### src/rtl/writeback_pc_unit_if.sv
// Bus bundle between the upstream pipeline stage and writeback_pc_unit.
// Carries the instruction handshake, decoded control and data fields,
// the UART receive port, the write-back strobe/data and the PC outputs.
// master: upstream/environment side; slave: the write-back/PC unit.
interface writeback_pc_unit_if #(
  parameter int INST_MEM_WIDTH = 14,
  parameter int DATA_WIDTH     = 32,
  parameter int INDEX_WIDTH    = 26
);
  logic                      in_valid;
  logic                      in_ready;
  logic                      RegWrite;
  logic [1:0]                MemtoReg;
  logic [1:0]                Branch;
  logic [DATA_WIDTH-1:0]     read_data;
  logic [DATA_WIDTH-1:0]     alu_result;
  logic [DATA_WIDTH-1:0]     register_data;
  logic [4:0]                rd;
  logic [INDEX_WIDTH-1:0]    inst_index;
  logic [INST_MEM_WIDTH-1:0] pc1;
  logic [INST_MEM_WIDTH-1:0] pc2;
  logic                      input_valid;
  logic [DATA_WIDTH-1:0]     input_data;
  logic                      input_ack;
  logic                      wb_en;
  logic [4:0]                wb_rd;
  logic [DATA_WIDTH-1:0]     wb_data;
  logic                      flush;
  logic [INST_MEM_WIDTH-1:0] pc_generated;
  logic [INST_MEM_WIDTH-1:0] pc1_next;

  modport master (
    output in_valid, RegWrite, MemtoReg, Branch, read_data, alu_result,
           register_data, rd, inst_index, pc1, pc2, input_valid, input_data,
    input  in_ready, input_ack, wb_en, wb_rd, wb_data, flush,
           pc_generated, pc1_next
  );

  modport slave (
    input  in_valid, RegWrite, MemtoReg, Branch, read_data, alu_result,
           register_data, rd, inst_index, pc1, pc2, input_valid, input_data,
    output in_ready, input_ack, wb_en, wb_rd, wb_data, flush,
           pc_generated, pc1_next
  );
endinterface

### src/rtl/writeback_pc_unit.sv
// Final pipeline stage: buffers one instruction, selects write-back data
// (ALU / load / link PC / UART input), resolves branches and jumps, owns
// the architectural PC and stalls while a UART-input instruction waits.
//
// Optional build macro PERF_COUNTERS_EN adds saturating stall, taken and
// retired counters as extra output ports.
//
// state   | meaning
// --------+-----------------------------------------------------------
// RUN     | normal flow; accepts a new instruction when not stalling
// WAIT_IN | buffered UART-input instruction waiting for input_valid
module writeback_pc_unit #(
  parameter int INST_MEM_WIDTH = 14,
  parameter int DATA_WIDTH     = 32,
  parameter int INDEX_WIDTH    = 26
) (
  input  logic CLK,
  input  logic reset,
  writeback_pc_unit_if.slave bus
`ifdef PERF_COUNTERS_EN
  ,
  output logic [31:0] stall_cycles,
  output logic [31:0] taken_count,
  output logic [31:0] retired_count
`endif
);

  typedef enum logic {
    RUN     = 1'b0,
    WAIT_IN = 1'b1
  } state_t;

  state_t state_q, state_d;

  // buffered instruction
  logic                      v_q;
  logic                      rw_q;
  logic [1:0]                mtr_q;
  logic [1:0]                br_q;
  logic [DATA_WIDTH-1:0]     rdata_q;
  logic [DATA_WIDTH-1:0]     alu_q;
  logic [INST_MEM_WIDTH-1:0] jr_q;
  logic [4:0]                rd_q;
  logic [INST_MEM_WIDTH-1:0] idx_q;
  logic [INST_MEM_WIDTH-1:0] pc1_q;
  logic [INST_MEM_WIDTH-1:0] pc2_q;

  logic [INST_MEM_WIDTH-1:0] pc_q;
  logic [INST_MEM_WIDTH-1:0] pc_target;
  logic [DATA_WIDTH-1:0]     wb_sel;

  logic uart_sel;
  logic stall_now;
  logic taken;
  logic pc_edge;
  logic accept;
  logic in_ready_c;
  logic ack_c;
  logic flush_c;

  // Only the low address bits of the jump sources ever reach the PC.
  logic unused_hi_bits;
  assign unused_hi_bits = ^{bus.register_data[DATA_WIDTH-1:INST_MEM_WIDTH],
                            bus.inst_index[INDEX_WIDTH-1:INST_MEM_WIDTH]};

  assign uart_sel  = v_q && (mtr_q == 2'b11);
  assign stall_now = uart_sel && !bus.input_valid;
  assign taken     = ((br_q == 2'b00) && alu_q[0]) || (br_q == 2'b01) || (br_q == 2'b10);
  assign pc_edge   = v_q && !stall_now;
  assign accept    = bus.in_valid && in_ready_c;

  // FSM state register
  always_ff @(posedge CLK or posedge reset) begin
    if (reset) state_q <= RUN;
    else       state_q <= state_d;
  end

  // FSM next state plus handshake, UART pop and flush outputs
  always_comb begin
    state_d    = state_q;
    in_ready_c = 1'b0;
    ack_c      = 1'b0;
    flush_c    = 1'b0;
    case (state_q)
      RUN: begin
        in_ready_c = !stall_now;
        ack_c      = uart_sel && bus.input_valid;
        flush_c    = v_q && taken && !stall_now;
        if (stall_now) state_d = WAIT_IN;
      end
      WAIT_IN: begin
        // The releasing cycle retires the waiting instruction but does not
        // accept a new one; the upstream sees in_ready only from RUN.
        if (bus.input_valid) begin
          state_d = RUN;
          ack_c   = uart_sel;
          flush_c = v_q && taken;
        end
      end
      default: state_d = RUN;
    endcase
  end

  // Stage buffer: hold while stalled, otherwise capture the accepted
  // instruction; an instruction accepted under flush is squashed via v.
  always_ff @(posedge CLK or posedge reset) begin
    if (reset) begin
      v_q     <= 1'b0;
      rw_q    <= 1'b0;
      mtr_q   <= 2'b00;
      br_q    <= 2'b11;
      rdata_q <= '0;
      alu_q   <= '0;
      jr_q    <= '0;
      rd_q    <= 5'd0;
      idx_q   <= '0;
      pc1_q   <= '0;
      pc2_q   <= '0;
    end else if (!stall_now) begin
      v_q <= accept && !flush_c;
      if (accept) begin
        rw_q    <= bus.RegWrite;
        mtr_q   <= bus.MemtoReg;
        br_q    <= bus.Branch;
        rdata_q <= bus.read_data;
        alu_q   <= bus.alu_result;
        jr_q    <= bus.register_data[INST_MEM_WIDTH-1:0];
        rd_q    <= bus.rd;
        idx_q   <= bus.inst_index[INST_MEM_WIDTH-1:0];
        pc1_q   <= bus.pc1;
        pc2_q   <= bus.pc2;
      end
    end
  end

  // Next-PC selection for the buffered instruction
  always_comb begin
    pc_target = pc1_q;
    case (br_q)
      2'b00:   if (alu_q[0]) pc_target = pc2_q;
      2'b01:   pc_target = idx_q;
      2'b10:   pc_target = jr_q;
      default: pc_target = pc1_q;
    endcase
  end

  // Architectural PC: advances once per retired instruction
  always_ff @(posedge CLK or posedge reset) begin
    if (reset)        pc_q <= '0;
    else if (pc_edge) pc_q <= pc_target;
  end

  // Write-back source selection
  always_comb begin
    wb_sel = alu_q;
    case (mtr_q)
      2'b00:   wb_sel = alu_q;
      2'b01:   wb_sel = rdata_q;
      2'b10:   wb_sel = {{(DATA_WIDTH-INST_MEM_WIDTH){1'b0}}, pc1_q};
      default: wb_sel = bus.input_data;
    endcase
  end

  assign bus.in_ready     = in_ready_c;
  assign bus.input_ack    = ack_c;
  assign bus.flush        = flush_c;
  assign bus.wb_en        = v_q && rw_q && (rd_q != 5'd0) &&
                            ((mtr_q != 2'b11) || bus.input_valid);
  assign bus.wb_rd        = v_q ? rd_q : 5'd0;
  assign bus.wb_data      = v_q ? wb_sel : '0;
  assign bus.pc_generated = pc_q;
  assign bus.pc1_next     = pc_q + INST_MEM_WIDTH'(1);

`ifdef PERF_COUNTERS_EN
  logic [31:0] stall_cnt;
  logic [31:0] taken_cnt;
  logic [31:0] retired_cnt;

  // Saturating event counters
  always_ff @(posedge CLK or posedge reset) begin
    if (reset) begin
      stall_cnt   <= 32'd0;
      taken_cnt   <= 32'd0;
      retired_cnt <= 32'd0;
    end else begin
      if ((state_q == WAIT_IN) && (stall_cnt != 32'hFFFF_FFFF))
        stall_cnt <= stall_cnt + 32'd1;
      if (flush_c && (taken_cnt != 32'hFFFF_FFFF))
        taken_cnt <= taken_cnt + 32'd1;
      if (pc_edge && (retired_cnt != 32'hFFFF_FFFF))
        retired_cnt <= retired_cnt + 32'd1;
    end
  end

  assign stall_cycles  = stall_cnt;
  assign taken_count   = taken_cnt;
  assign retired_count = retired_cnt;
`endif

endmodule
### src/flat_wrapper.sv
// flat-port wrapper written by rule: the top's interface ports become plain ports
module writeback_pc_unit_flat 
#(
  parameter int INST_MEM_WIDTH = 14,
  parameter int DATA_WIDTH     = 32,
  parameter int INDEX_WIDTH    = 26
)
  (CLK, reset, bus_in_valid, bus_RegWrite, bus_MemtoReg, bus_Branch, bus_read_data, bus_alu_result, bus_register_data, bus_rd, bus_inst_index, bus_pc1, bus_pc2, bus_input_valid, bus_input_data, bus_in_ready, bus_input_ack, bus_wb_en, bus_wb_rd, bus_wb_data, bus_flush, bus_pc_generated, bus_pc1_next);
  writeback_pc_unit_if #(.INST_MEM_WIDTH(INST_MEM_WIDTH), .DATA_WIDTH(DATA_WIDTH), .INDEX_WIDTH(INDEX_WIDTH)) bus_i ();
  input  logic CLK;
  input  logic reset;
  input wire logic [$bits(bus_i.in_valid)-1:0] bus_in_valid;
  input wire logic [$bits(bus_i.RegWrite)-1:0] bus_RegWrite;
  input wire logic [$bits(bus_i.MemtoReg)-1:0] bus_MemtoReg;
  input wire logic [$bits(bus_i.Branch)-1:0] bus_Branch;
  input wire logic [$bits(bus_i.read_data)-1:0] bus_read_data;
  input wire logic [$bits(bus_i.alu_result)-1:0] bus_alu_result;
  input wire logic [$bits(bus_i.register_data)-1:0] bus_register_data;
  input wire logic [$bits(bus_i.rd)-1:0] bus_rd;
  input wire logic [$bits(bus_i.inst_index)-1:0] bus_inst_index;
  input wire logic [$bits(bus_i.pc1)-1:0] bus_pc1;
  input wire logic [$bits(bus_i.pc2)-1:0] bus_pc2;
  input wire logic [$bits(bus_i.input_valid)-1:0] bus_input_valid;
  input wire logic [$bits(bus_i.input_data)-1:0] bus_input_data;
  output wire logic [$bits(bus_i.in_ready)-1:0] bus_in_ready;
  output wire logic [$bits(bus_i.input_ack)-1:0] bus_input_ack;
  output wire logic [$bits(bus_i.wb_en)-1:0] bus_wb_en;
  output wire logic [$bits(bus_i.wb_rd)-1:0] bus_wb_rd;
  output wire logic [$bits(bus_i.wb_data)-1:0] bus_wb_data;
  output wire logic [$bits(bus_i.flush)-1:0] bus_flush;
  output wire logic [$bits(bus_i.pc_generated)-1:0] bus_pc_generated;
  output wire logic [$bits(bus_i.pc1_next)-1:0] bus_pc1_next;
  assign bus_i.in_valid = bus_in_valid;
  assign bus_i.RegWrite = bus_RegWrite;
  assign bus_i.MemtoReg = bus_MemtoReg;
  assign bus_i.Branch = bus_Branch;
  assign bus_i.read_data = bus_read_data;
  assign bus_i.alu_result = bus_alu_result;
  assign bus_i.register_data = bus_register_data;
  assign bus_i.rd = bus_rd;
  assign bus_i.inst_index = bus_inst_index;
  assign bus_i.pc1 = bus_pc1;
  assign bus_i.pc2 = bus_pc2;
  assign bus_i.input_valid = bus_input_valid;
  assign bus_i.input_data = bus_input_data;
  assign bus_in_ready = bus_i.in_ready;
  assign bus_input_ack = bus_i.input_ack;
  assign bus_wb_en = bus_i.wb_en;
  assign bus_wb_rd = bus_i.wb_rd;
  assign bus_wb_data = bus_i.wb_data;
  assign bus_flush = bus_i.flush;
  assign bus_pc_generated = bus_i.pc_generated;
  assign bus_pc1_next = bus_i.pc1_next;
  writeback_pc_unit #(.INST_MEM_WIDTH(INST_MEM_WIDTH), .DATA_WIDTH(DATA_WIDTH), .INDEX_WIDTH(INDEX_WIDTH)) u_core (.CLK(CLK), .reset(reset), .bus(bus_i));
endmodule
### config.mk
export PLATFORM = sky130hd
export DESIGN_NAME = writeback_pc_unit_flat
export DESIGN_NICKNAME = d
export VERILOG_FILES = /design/src/rtl/writeback_pc_unit_if.sv /design/src/rtl/writeback_pc_unit.sv /design/src/flat_wrapper.sv
export SDC_FILE = /design/constraint.sdc
export NUM_CORES = 1
export LEC_CHECK = 0
export ABC_AREA = 1
export BUFFER_PORTS_ARGS = -buffer_cell sky130_fd_sc_hd__buf_2
export CAP_MARGIN = 15
export CORE_MARGIN = 4
export CORE_UTILIZATION = 46
export DETAILED_ROUTE_END_ITERATION = 12
export PLACE_DENSITY_LB_ADDON = 0.25
export SYNTH_ARGS = -nofsm -noshare
export SYNTH_HDL_FRONTEND = slang
export SYNTH_SLANG_ARGS = --single-unit
export TNS_END_PERCENT = 5
### constraint.sdc
create_clock -name CLK -period 4.3 [get_ports CLK]
set_input_delay 0.645 -clock CLK [delete_from_list [all_inputs] [get_ports CLK]]
set_output_delay 0.645 -clock CLK [all_outputs]
set_load 0.1 [all_outputs]
# Yosys cells after proc, flatten, opt, wreduce, memory -nomap -nowiden
# Index checks and enable logic that the tools add are counted.
op_classes:
  add_sub_neg: 1
  mux: 13
  reduce_logical: 22
  bitwise: 2
  eq_ne: 6
op_table:
  columns: ["op", "count"]
  rows:
  - ["one-hot mux 32 bit (3 select lines)", 1]
  - ["one-hot mux 14 bit (3 select lines)", 1]
  - ["2-to-1 mux 32 bit", 1]
  - ["adder 14 x 1 -> 14 bit (second input constant)", 1]
  - ["2-to-1 mux 14 bit", 1]
  - ["logical AND 1 bit", 12]
  - ["equality test 2 bit (second input constant)", 3]
  - ["one-hot mux 1 bit (2 select lines)", 3]
  - ["2-to-1 mux 1 bit", 5]
  - ["2-to-1 mux 5 bit", 1]
  - ["nonzero test 5 bit", 1]
  - ["equality test 2 x 1 -> 1 bit (second input constant)", 2]
  - ["logical NOT 2 bit", 2]
  - ["logical NOT 1 bit", 3]
  - ["logical OR 1 bit", 3]
  - ["inequality test 2 bit (second input constant)", 1]
  - ["NOT 1 bit", 2]
  - ["AND reduction 2 bit", 1]
word_totals:
  ff_bits: 146
  in_bits: 196
  out_inout_bits: 69
  elab_cells: 57

# Logic depth before layout (Yosys ltp)
# Gate-level depths: netlist of the first run.
depth:
  ltp_word: 9
  mapped_depth: 8
  mapped_depth_nobuf: 7

# Worst setup path before layout of the first run
# No wires, ideal clock.
synth_timing:
  kind: "reg-to-output"
  from: "reg u_core.pc_q[0] (netlist: u_core.bus.pc_generated[0])"
  to: "out bus_pc1_next[10]"
  path_slack_ps: 366
  path_stages_with_launch: 6
  arrival_ps: 3289
  path_cell_list: "dfrtp_1 ha_1 nand3_1 nor2_1 nand2_1 xnor2_1"
synth_via:
  elab_chain_cells: 1
synth_rtl:
  columns: ["element", "line_no", "source"]
  rows:
  - ["start: declaration", "writeback_pc_unit.sv:48", "logic [INST_MEM_WIDTH-1:0] pc_q;"]
  - ["start signal: assignment", "writeback_pc_unit.sv:150", "else if (pc_edge) pc_q <= pc_target;"]
  - ["adder 14 x 1 -> 14 bit", "writeback_pc_unit.sv:172", "assign bus.pc1_next = pc_q + INST_MEM_WIDTH'(1);"]
  - ["end: declaration", "flat_wrapper.sv:32", "output wire logic [$bits(bus_i.pc1_next)-1:0] bus_pc1_next;"]
# Every way passes these cells.

# Final worst setup path of the first run
layout_timing:
  from: "reg u_core.mtr_q[1]"
  to: "out bus_wb_data[14]"
layout_via:
  elab_chain_cells: 3
  elab_cells_between_ends: 5
layout_rtl:
  columns: ["element", "line_no", "source"]
  rows:
  - ["start: declaration", "writeback_pc_unit.sv:38", "logic [1:0] mtr_q;"]
  - ["start signal: assignment", "writeback_pc_unit.sv:123", "mtr_q <= bus.MemtoReg;"]
  - ["equality test 2 bit (tied with other cells)", "writeback_pc_unit.sv:156", "case (mtr_q)"]
  - ["one-hot mux 32 bit (3 select lines) *", "writeback_pc_unit.sv:156", null]
  - ["2-to-1 mux 32 bit *", "writeback_pc_unit.sv:170", "assign bus.wb_data = v_q ? wb_sel : '0;"]
  - ["end: declaration", "flat_wrapper.sv:29", "output wire logic [$bits(bus_i.wb_data)-1:0] bus_wb_data;"]
# Mark *: on every way between the ends. The rest lies on a longest branch, timed or not.

==> results.cfg, run 1 <==
[global_routing]
grt_pass1_wl_mm = 32.9
grt-ovfl-total = 0
antenna_found_initial = 1
grt_max_degree = 97
grt_pass1_vias = 6718
gr-usage-all-layers = 0.227

[sta]
finClkSkew_ns = 0.00873
clock.fmax_mhz = 317
tightestPinTransition_ns = 1.05
rsz0062_at_grt = no
min_period_ns = 3.15
tns_ns = 0
period_share = 0.732
relSlewSlack = 0.298
finalSetupViolCount = 0
finalHoldViolCount = 0
maxSlewViolCount = 0

[floorplanning]
dieHeight_um = 137
dieArea_um2 = 18700
row_count = 46
die_w_um = 137
fp.coreArea_um2 = 16100
ioPinCount = 265
initial_core_util = 0.475

[detailed_routing]
drt_iter0_drc = 467
first_pass_iters = 5
ant_nets = 0
routed_wirelength_mm = 20.7
viasPerCell = 4.70
drc = 0
vias = 7048
wl_per_cell_um = 13.8

[placed_design]
dp_hpwl_mm = 14.8
placed_area_um2 = 8840
gp_congestion = 0.899
io_buffers = 234

[synthesis]
ys_types = 23
yosysTopAreaCell = dfrtp_1
avgSynthCellArea_um2 = 7.19
yosysMostFrequentCell = nand2_1
synthAdderAreaFrac = 0.00164
ys_warn_count = 0
synth_ff_type = dfrtp_1
synth_mux_area_frac = 0
synth_top_family_by_area = simple AND/OR/NAND/NOR gates
syn_nets = 1257
synth_seq_cells = 146
synth_xor_area_frac = 0.0115
synth_compound_area_frac = 0.0998
synth_commonest_cells = nand2_1 (384), inv_1 (204), dfrtp_1 (144)
syn_area_um2 = 7620
async_flop_share = 1.00
synth_edf_count = 0
yosys-top-cells-area = dfrtp_1 (47%), nand2_1 (19%), inv_1 (10%)
synth_top_area_share = 0.473
yosysSeqAreaShare = 0.480
syn_inst = 1060
synth-simple-area-share = 0.261

[clocking]
cts.clk_slew.worst_paths_ns = 0.06
ctsResizeCount = 0
postCtsHoldBufs = 0
cts_buffers = 17
cts_max_level = 4
cts_sinks = 146
clkLatencyLatePin_ns = 0.42
cts_root_buf = clkbuf_16
postCtsSetupBuffers = 0
clock_path_buffers = 2
cts_tree = yes

[layout]
multi_input_area_um2 = 2860
seq_area_um2 = 3660
fillers = 1554
fin_nets = 1468
drive_gt1_frac = 0.218
diodes = 0
syn2layout_area_growth_pct = 23.6
final_area_um2 = 9430

[critical_path]
start_kind = flip-flop
slowest_stage = nor2_2
reg2reg_from = u_core.mtr_q[1]$_DFFE_PP0P_
path_cells = nor2_2 > buf_4 > nand2_1 > a31oi_1 > buf_2
crit_path_end = bus_wb_data[14]
crit_fanout = 19
crit_arrival_ns = 2.50
crit_type = flip-flop to primary output
reg2reg_depth = 7
endpoint_kind = primary output
crit_path_start = u_core.mtr_q[1]$_DFFE_PP0P_
r2r-end = u_core.alu_q[23]$_DFFE_PP0P_
r2r_slack_ns = 1.75
cpPeakStageDelay_ns = 0.54
required_ns = 3.65

[pwr]
leakage_nw = 5.49
ir_drop_v = 0.000512
power.density_nw_per_um2 = 570

[outcome]
status = complete, no violations

[flow_run]
cap_viol_max_count = 0

[hold_path]
min_path_type = primary input to async pin
[per-stage QoR]
stage	setup WS [ns]	hold slack, ns	power, mW	utilization	std cells
5_1_grt	0.890	0.447	5.64	0.587	1498
6_report	1.15	0.413	5.37	0.587	1498
3_3_place_gp	1.58	0.462	3.89	0.551	1468
3_5_place_dp	1.55	0.470	3.91	0.551	1468
4_1_cts	1.08	0.429	5.41	0.587	1498
2_1_floorplan	0.366	0.447	3.51	-	1060
[how the worst min path moves through the flow]
| stage | startpoint | endpoint | slack, ns | cells past startpoint |
|---|---|---|---|---|
| 2_1_floorplan | u_core.rw_q$_DFFE_PP0P_ | u_core.rw_q$_DFFE_PP0P_ | 0.45 | 2 |
| 3_3_place_gp | u_core.idx_q[13]$_DFFE_PP0P_ | u_core.idx_q[13]$_DFFE_PP0P_ | 0.46 | 2 |
| 3_5_place_dp | u_core.idx_q[13]$_DFFE_PP0P_ | u_core.idx_q[13]$_DFFE_PP0P_ | 0.47 | 2 |
| 4_1_cts | reset | u_core.jr_q[4]$_DFFE_PP0P_ | 0.43 | 2 |
| 5_1_grt | bus_read_data[27] | u_core.rdata_q[27]$_DFFE_PP0P_ | 0.45 | 3 |
| 6_report | reset | u_core.jr_q[4]$_DFFE_PP0P_ | 0.41 | 2 |
[final cells by class]
type,count,area share
Sequential cell,146,0.388
Multi-Input combinational cell,655,0.303
Timing Repair Buffer,243,0.135
Inverter,208,0.0832
Clock buffer,20,0.0474
Tap cell,216,0.0287
Clock inverter,10,0.0145
[worst max-delay path: cells and delay by family (launching register included)]
| kind | cells | cell delay (ns) |
|---|---|---|
| buffers and inverters | 2 | 0.84 |
| AND/OR/NAND/NOR | 2 | 0.62 |
| AO/OA/AOI/OAI | 1 | 0.20 |
| flip-flops | 1 | 0.43 |
[power breakdown]
part	internal [mW]	switching [mW]	leakage, nW
Combinational	0.395	1.70	3.43
Sequential	1.58	0.203	1.78
Clock	0.918	0.565	0.278
Total	2.90	2.47	5.49
[sequential cells by signal, summed over array words and instances (netlist names), 2 cells and up]
register and cells:
u_core.br_q 2, u_core.pc1_q 14, u_core.bus.pc_generated 14, u_core.mtr_q 2, u_core.rd_q 5, u_core.jr_q 14, u_core.idx_q 14, u_core.pc2_q 14
u_core.rdata_q 32, u_core.alu_q 32
[layout by cell type (no fill, tap or decap), drive strengths merged]
| master | Yosys | routed |
|---|---|---|
| clkinv | 3 | 7 |
| bufinv | 0 | 3 |
| a31oi | 4 | 4 |
| clkinvlp | 0 | 4 |
| clkbuf | 20 | 20 |
| nor2 | 33 | 33 |
| dfrtp | 144 | 144 |
| nand4 | 15 | 15 |
| ha | 1 | 1 |
| xor2 | 5 | 5 |
| nor3 | 2 | 2 |
| nand3 | 59 | 59 |
| nand2 | 384 | 384 |
| buf | 31 | 243 |
| dfstp | 2 | 2 |
| inv | 205 | 204 |
| xnor2 | 5 | 5 |
| o21ai | 147 | 147 |
[cell families (layout without fill, tap and decap cells)]
family	count (synthesis)	in the layout
DFF	146	146
xor gates and xnor gates	10	10
and+or+nand+nor	493	493
buffers and inverters	259	481
AOI/OAI and AO/OA	151	151
adders and majority gates	1	1
[layer usage]
layer | GRT usage | share of wire
met1 | 0.294 | 0.43
met2 | 0.374 | 0.48
met3 | 0.0533 | 0.070
met4 | 0.0784 | 0.018
met5 | 0 | 0.00063
No activity file was read; power rests on OpenSTA's default activity.
==> run 2: changes to the inputs <==
--- a/config.mk
+++ b/config.mk
@@ -9,7 +9,7 @@
 export BUFFER_PORTS_ARGS = -buffer_cell sky130_fd_sc_hd__buf_2
 export CAP_MARGIN = 15
 export CORE_MARGIN = 4
-export CORE_UTILIZATION = 46
+export CORE_UTILIZATION = 51
 export DETAILED_ROUTE_END_ITERATION = 12
 export PLACE_DENSITY_LB_ADDON = 0.25
 export SYNTH_ARGS = -nofsm -noshare
==> constraint.sdc (replaced) <==
create_clock -name CLK -period 2.9 [get_ports CLK]
set_input_delay 0.435 -clock CLK [delete_from_list [all_inputs] [get_ports CLK]]
set_output_delay 0.435 -clock CLK [all_outputs]
set_load 0.1 [all_outputs]
==> run 2 against run 1 <==
  * Sequential power rose by 47%
  * Count of clock-buffer cells in the layout grew 2
  * First-iteration DRC count is 14% higher
  * Largest cell class unchanged
==> results.cfg, run 2 (synthesized netlist as in run 1, its figures left out) <==
[clocking]
cts.clk_slew.worst_paths_ns = 0.06
clock_path_buffers = 2
postCtsHoldBufs = 0
cts_sinks = 146
clkLatencyLatePin_ns = 0.42
cts_buffers = 17
cts_tree = yes
cts_max_level = 4
cts_root_buf = clkbuf_16

[sta]
tns_ns = 0
finalSetupViolCount = 0
rsz0062_at_grt = no
min_period_ns = 2.66
tightestPinTransition_ns = 0.948
period_share = 0.918
maxSlewViolCount = 0
clock.fmax_mhz = 376
finalHoldViolCount = 0
whs_ns = 0.202
finClkSkew_ns = 0.00775
relSlewSlack = 0.367

[placed_design]
gp_congestion = 0.847
placed_area_um2 = 9000
dp_hpwl_mm = 14.7
io_buffers = 234

[hold_path]
hold_path_depth = 2
min_path_type = primary input to flip-flop
min_from = bus_input_valid
holdPathEnd = u_core.state_q$_DFF_PP0_

[outcome]
status = complete, no violations

[layout]
fillers = 1291
fin_nets = 1477
final_cell_mix = nand2_1 (384), buf_2 (227), inv_1 (203), dfrtp_1 (144), o21ai_0 (104)
multi_input_area_um2 = 2860
drive_gt1_frac = 0.225
syn2layout_area_growth_pct = 26.5
final_area_um2 = 9650
top_regs = u_core.alu_q: 32 flops, u_core.rdata_q: 32 flops
final_common_cell = nand2_1
seq_area_um2 = 3660

[floorplanning]
initial_core_util = 0.523
dieArea_um2 = 17000
dieHeight_um = 130
row_count = 44
ioPinCount = 265
fp.coreArea_um2 = 14600
die_w_um = 130

[global_routing]
grt_pass1_vias = 6737
grt_pass1_wl_mm = 31.9
busiest_layer = met2
grt_max_degree = 89
use_met3 = 0.0749
grt-ovfl-total = 0
gr-usage-all-layers = 0.242
use_met1 = 0.295
antenna_found_initial = 4
grtUsageMet2 = 0.399

[detailed_routing]
routed_wirelength_mm = 20.1
viasPerCell = 4.82
wl_per_cell_um = 13.6
drc = 0
ant_nets = 0
drt_iter0_drc = 532
vias = 7134
first_pass_iters = 6

[pwr]
power.density_nw_per_um2 = 848
p_total_mw = 8.18
leakage_nw = 5.60
ir_drop_v = 0.000571

[critical_path]
crit_fanout = 19
reg2reg_from = u_core.mtr_q[1]$_DFFE_PP0P_
crit_type = flip-flop to primary output
start_kind = flip-flop
endpoint_kind = primary output
crit_arrival_ns = 2.23
required_ns = 2.47
reg2reg_depth = 7
r2r_slack_ns = 0.73
r2r-end = u_core.pc1_q[7]$_DFFE_PP0P_

[flow_run]
cap_viol_max_count = 0
run 2: cell types whose count changed in the layout (fill, tap and decap cells not counted), moves of 2 or more:
cell and delta:
buf_12 +9, buf_2 -7, buf_4 +7, clkbuf_8 +3, clkinv_2 +2, diode_2 +2
run 2: metal layers:
layer,wire [um],vias to the layer above
li1,-,3651
met1,8220,3199
met2,9720,240
met3,1600,40
met4,563,4
met5,32,-
run 2: power breakdown:
group          switching [mW]  leakage, nW  total [mW]  internal, mW
sequential              0.287         1.78        2.64          2.35
clock                   0.830        0.312        2.35          1.52
combinational            2.55         3.51        3.19         0.644
total                    3.66         5.60        8.18          4.52
run 2: critical path, cell delays in order, from the launching register on:
cell and delay (ns):
dfrtp_1 0.43, nand2_1 0.12, clkinv_2 0.27, buf_4 0.28, nand2_1 0.08, nand3_1 0.08, nand2_1 0.05, inv_1 0.08
buf_2 0.42
run 2: cell type report:
cell class | instances | area share
sequential | 146 | 0.379
multi-input combinational | 655 | 0.296
timing repair buffer | 252 | 0.153
inverter | 208 | 0.0815
clock buffer | 22 | 0.0502
tap | 184 | 0.0239
clock inverter | 10 | 0.0161
antenna | 2 | 0.000519
run 2: worst max path at each step:
stage | from | slack, ns | cells past startpoint | endpoint
detailed placement | u_core.mtr_q[1]$_DFFE_PP0P_ | 0.62 | 8 | bus_wb_data[31]
global route | u_core.mtr_q[1]$_DFFE_PP0P_ | 0.05 | 8 | bus_wb_data[31]
floorplan | u_core.bus.pc_generated[0]$_DFFE_PP0P_ | -0.82 | 5 | bus_pc1_next[10]
CTS | u_core.mtr_q[1]$_DFFE_PP0P_ | 0.14 | 8 | bus_wb_data[19]
global placement | u_core.mtr_q[1]$_DFFE_PP0P_ | 0.62 | 8 | bus_wb_data[19]
finish | u_core.mtr_q[1]$_DFFE_PP0P_ | 0.24 | 8 | bus_wb_data[19]
run 2: repair_timing:
action | in CTS | in global routing
setup buffers | 0 | 0
endpoints found under the setup margin | 0 | 7
resized for setup | 0 | 1
run 2: through the flow:
| step | util | instances | setup WS [ns] |
|---|---|---|---|
| 2_1_floorplan | - | 1060 | -0.824 |
| 3_3_place_gp | 0.617 | 1445 | 0.624 |
| 3_5_place_dp | 0.617 | 1445 | 0.624 |
| 4_1_cts | 0.661 | 1477 | 0.143 |
| 5_1_grt | 0.661 | 1479 | 0.0525 |
| 6_report | 0.661 | 1479 | 0.239 |
==> run 3: changes to the inputs <==
--- a/config.mk
+++ b/config.mk
@@ -12,6 +12,7 @@
 export CORE_UTILIZATION = 51
 export DETAILED_ROUTE_END_ITERATION = 12
 export PLACE_DENSITY_LB_ADDON = 0.25
+export REMOVE_ABC_BUFFERS = 1
 export SYNTH_ARGS = -nofsm -noshare
 export SYNTH_HDL_FRONTEND = slang
 export SYNTH_SLANG_ARGS = --single-unit
==> run 3 against run 2 <==
  * Count of clock-buffer cells in the layout fell by 2
  * Critical path depth fell by 3
  * Non-clock buffer count rose by 2
  * Sequential cell count did not move
  * Worst hold slack got worse by 0.17 ns
  * Global-route usage rose by 0.24 points
  * Clock power fell by 3%
  * Worst setup slack got worse by 0.041 ns
  * Cell count did not move
  * Critical path type unchanged
  * Critical endpoint is now bus_wb_data[21]
  * Largest cell class unchanged
  * Largest power group unchanged
==> results.cfg, run 3 (synthesized netlist as in run 1, its figures left out) <==
[floorplanning]
row_count = 44
dieArea_um2 = 17000
fp.coreArea_um2 = 14600
ioPinCount = 265
initial_core_util = 0.523
dieHeight_um = 130
die_w_um = 130

[sta]
clock.fmax_mhz = 370
relSlewSlack = 0.563
period_share = 0.932
tightestPinTransition_ns = 0.656
rsz0062_at_grt = no
maxSlewViolCount = 0
finClkSkew_ns = 0.00787
whs_ns = 0.0338
min_period_ns = 2.70
finalSetupViolCount = 0
finalHoldViolCount = 0

[placed_design]
io_buffers = 234
placed_area_um2 = 9150
dp_hpwl_mm = 14.7
gp_congestion = 0.821

[clocking]
postCtsSetupBuffers = 0
postCtsHoldBufs = 0
cts_root_buf = clkbuf_16
clkLatencyLatePin_ns = 0.42
ctsResizeCount = 0
cts_buffers = 17
cts_sinks = 146
cts_tree = yes
cts_max_level = 4
clock_path_buffers = 2
cts.clk_slew.worst_paths_ns = 0.06

[critical_path]
crit_fanout = 28
required_ns = 2.47
endpoint_kind = primary output
crit_arrival_ns = 2.27
start_kind = flip-flop
reg2reg_depth = 8
crit_type = flip-flop to primary output

[detailed_routing]
wl_per_cell_um = 13.7
viasPerCell = 4.79
routed_wirelength_mm = 20.2
ant_nets = 0
first_pass_iters = 5
drc = 0
vias = 7079
drt_iter0_drc = 458

[layout]
multi_input_area_um2 = 2860
final_area_um2 = 9760
fillers = 1304
postLayoutCoreUtil = 0.669
final_common_cell = nand2_1
seq_area_um2 = 3660
drive_gt1_frac = 0.225
top_regs = u_core.alu_q: 32 flops, u_core.rdata_q: 32 flops
fin_nets = 1479
syn2layout_area_growth_pct = 28.1
final_cell_mix = nand2_1 (384), buf_2 (217), inv_1 (203), dfrtp_1 (144), o21ai_0 (104)

[flow_run]
cap_viol_max_count = 0

[global_routing]
grt_pass1_vias = 6595
grt-ovfl-total = 0
antenna_found_initial = 2
gr-usage-all-layers = 0.244
grt_pass1_wl_mm = 32.5
grt_max_degree = 74

[hold_path]
min_path_type = primary input to async pin

[outcome]
status = complete, no violations

[pwr]
ir_drop_v = 0.000484
power.density_nw_per_um2 = 840
p_total_mw = 8.20
leakage_nw = 5.64
[run 3: cell types whose count changed in the layout (fill, tap and decap cells not counted)]
cell,change
clkbuf_1,+1
buf_2,-10
buf_12,+9
inv_2,+1
clkbuf_8,-3
diode_2,-1
buf_4,+3
inv_6,+1
clkinvlp_4,-2
clkinv_4,+1
[run 3: worst paths after layout]
check                                            start                                     end  slack [ns]
max                        u_core.mtr_q[1]$_DFFE_PP0P_                         bus_wb_data[21]        0.20
min                                              reset           u_core.rdata_q[9]$_DFFE_PP0P_        0.03
max reg2reg                u_core.mtr_q[1]$_DFFE_PP0P_  u_core.bus.pc_generated[5]$_DFFE_PP0P_        0.62
min reg2reg                u_core.pc2_q[6]$_DFFE_PP0P_             u_core.pc2_q[6]$_DFFE_PP0P_        0.48
max in group asynchronous                        reset             u_core.idx_q[1]$_DFFE_PP0P_        2.16
min in group CLK                       bus_input_valid                u_core.state_q$_DFF_PP0_        0.20
[run 3: power breakdown]
group          switching, mW  total, mW  leakage (nW)  internal [mW]
sequential             0.296       2.64          1.78           2.35
combinational           2.57       3.28          3.55          0.717
clock                  0.822       2.27         0.299           1.45
total                   3.68       8.20          5.64           4.51
[run 3: final cells by class]
type / instances / share of cell area
diodes: 1 / 0.000256
clock buffers: 20 / 0.0457
clock inverters: 11 / 0.0165
inverters: 208 / 0.0805
multi-input cells: 655 / 0.292
flip-flops and latches: 146 / 0.374
well taps: 184 / 0.0236
repair buffers: 254 / 0.167
[run 3: per-layer routing]
layer	vias to the layer above	part of all wire	track usage
met1	3133	0.42	0.321
li1	3662	-	-
met5	-	0.0013	0
met4	4	0.014	0.0703
met3	28	0.091	0.0737
met2	252	0.47	0.394
[run 3: metrics by stage]
step | setup WS [ns] | std cells | TNS (ns)
after floorplan | -1.45 | 1009 | -219.46
after global placement | 0.642 | 1447 | 0
after detailed placement | 0.619 | 1447 | 0
after CTS | 0.171 | 1478 | 0
after global routing | 0.0302 | 1478 | 0
final | 0.198 | 1479 | 0
[run 3: critical path, cell delays in order, from the launching register on]
cell	delay (ns)
dfrtp_1	0.44
nand2_1	0.13
inv_2	0.45
nand2_1	0.12
a31oi_1	0.24
buf_2	0.46
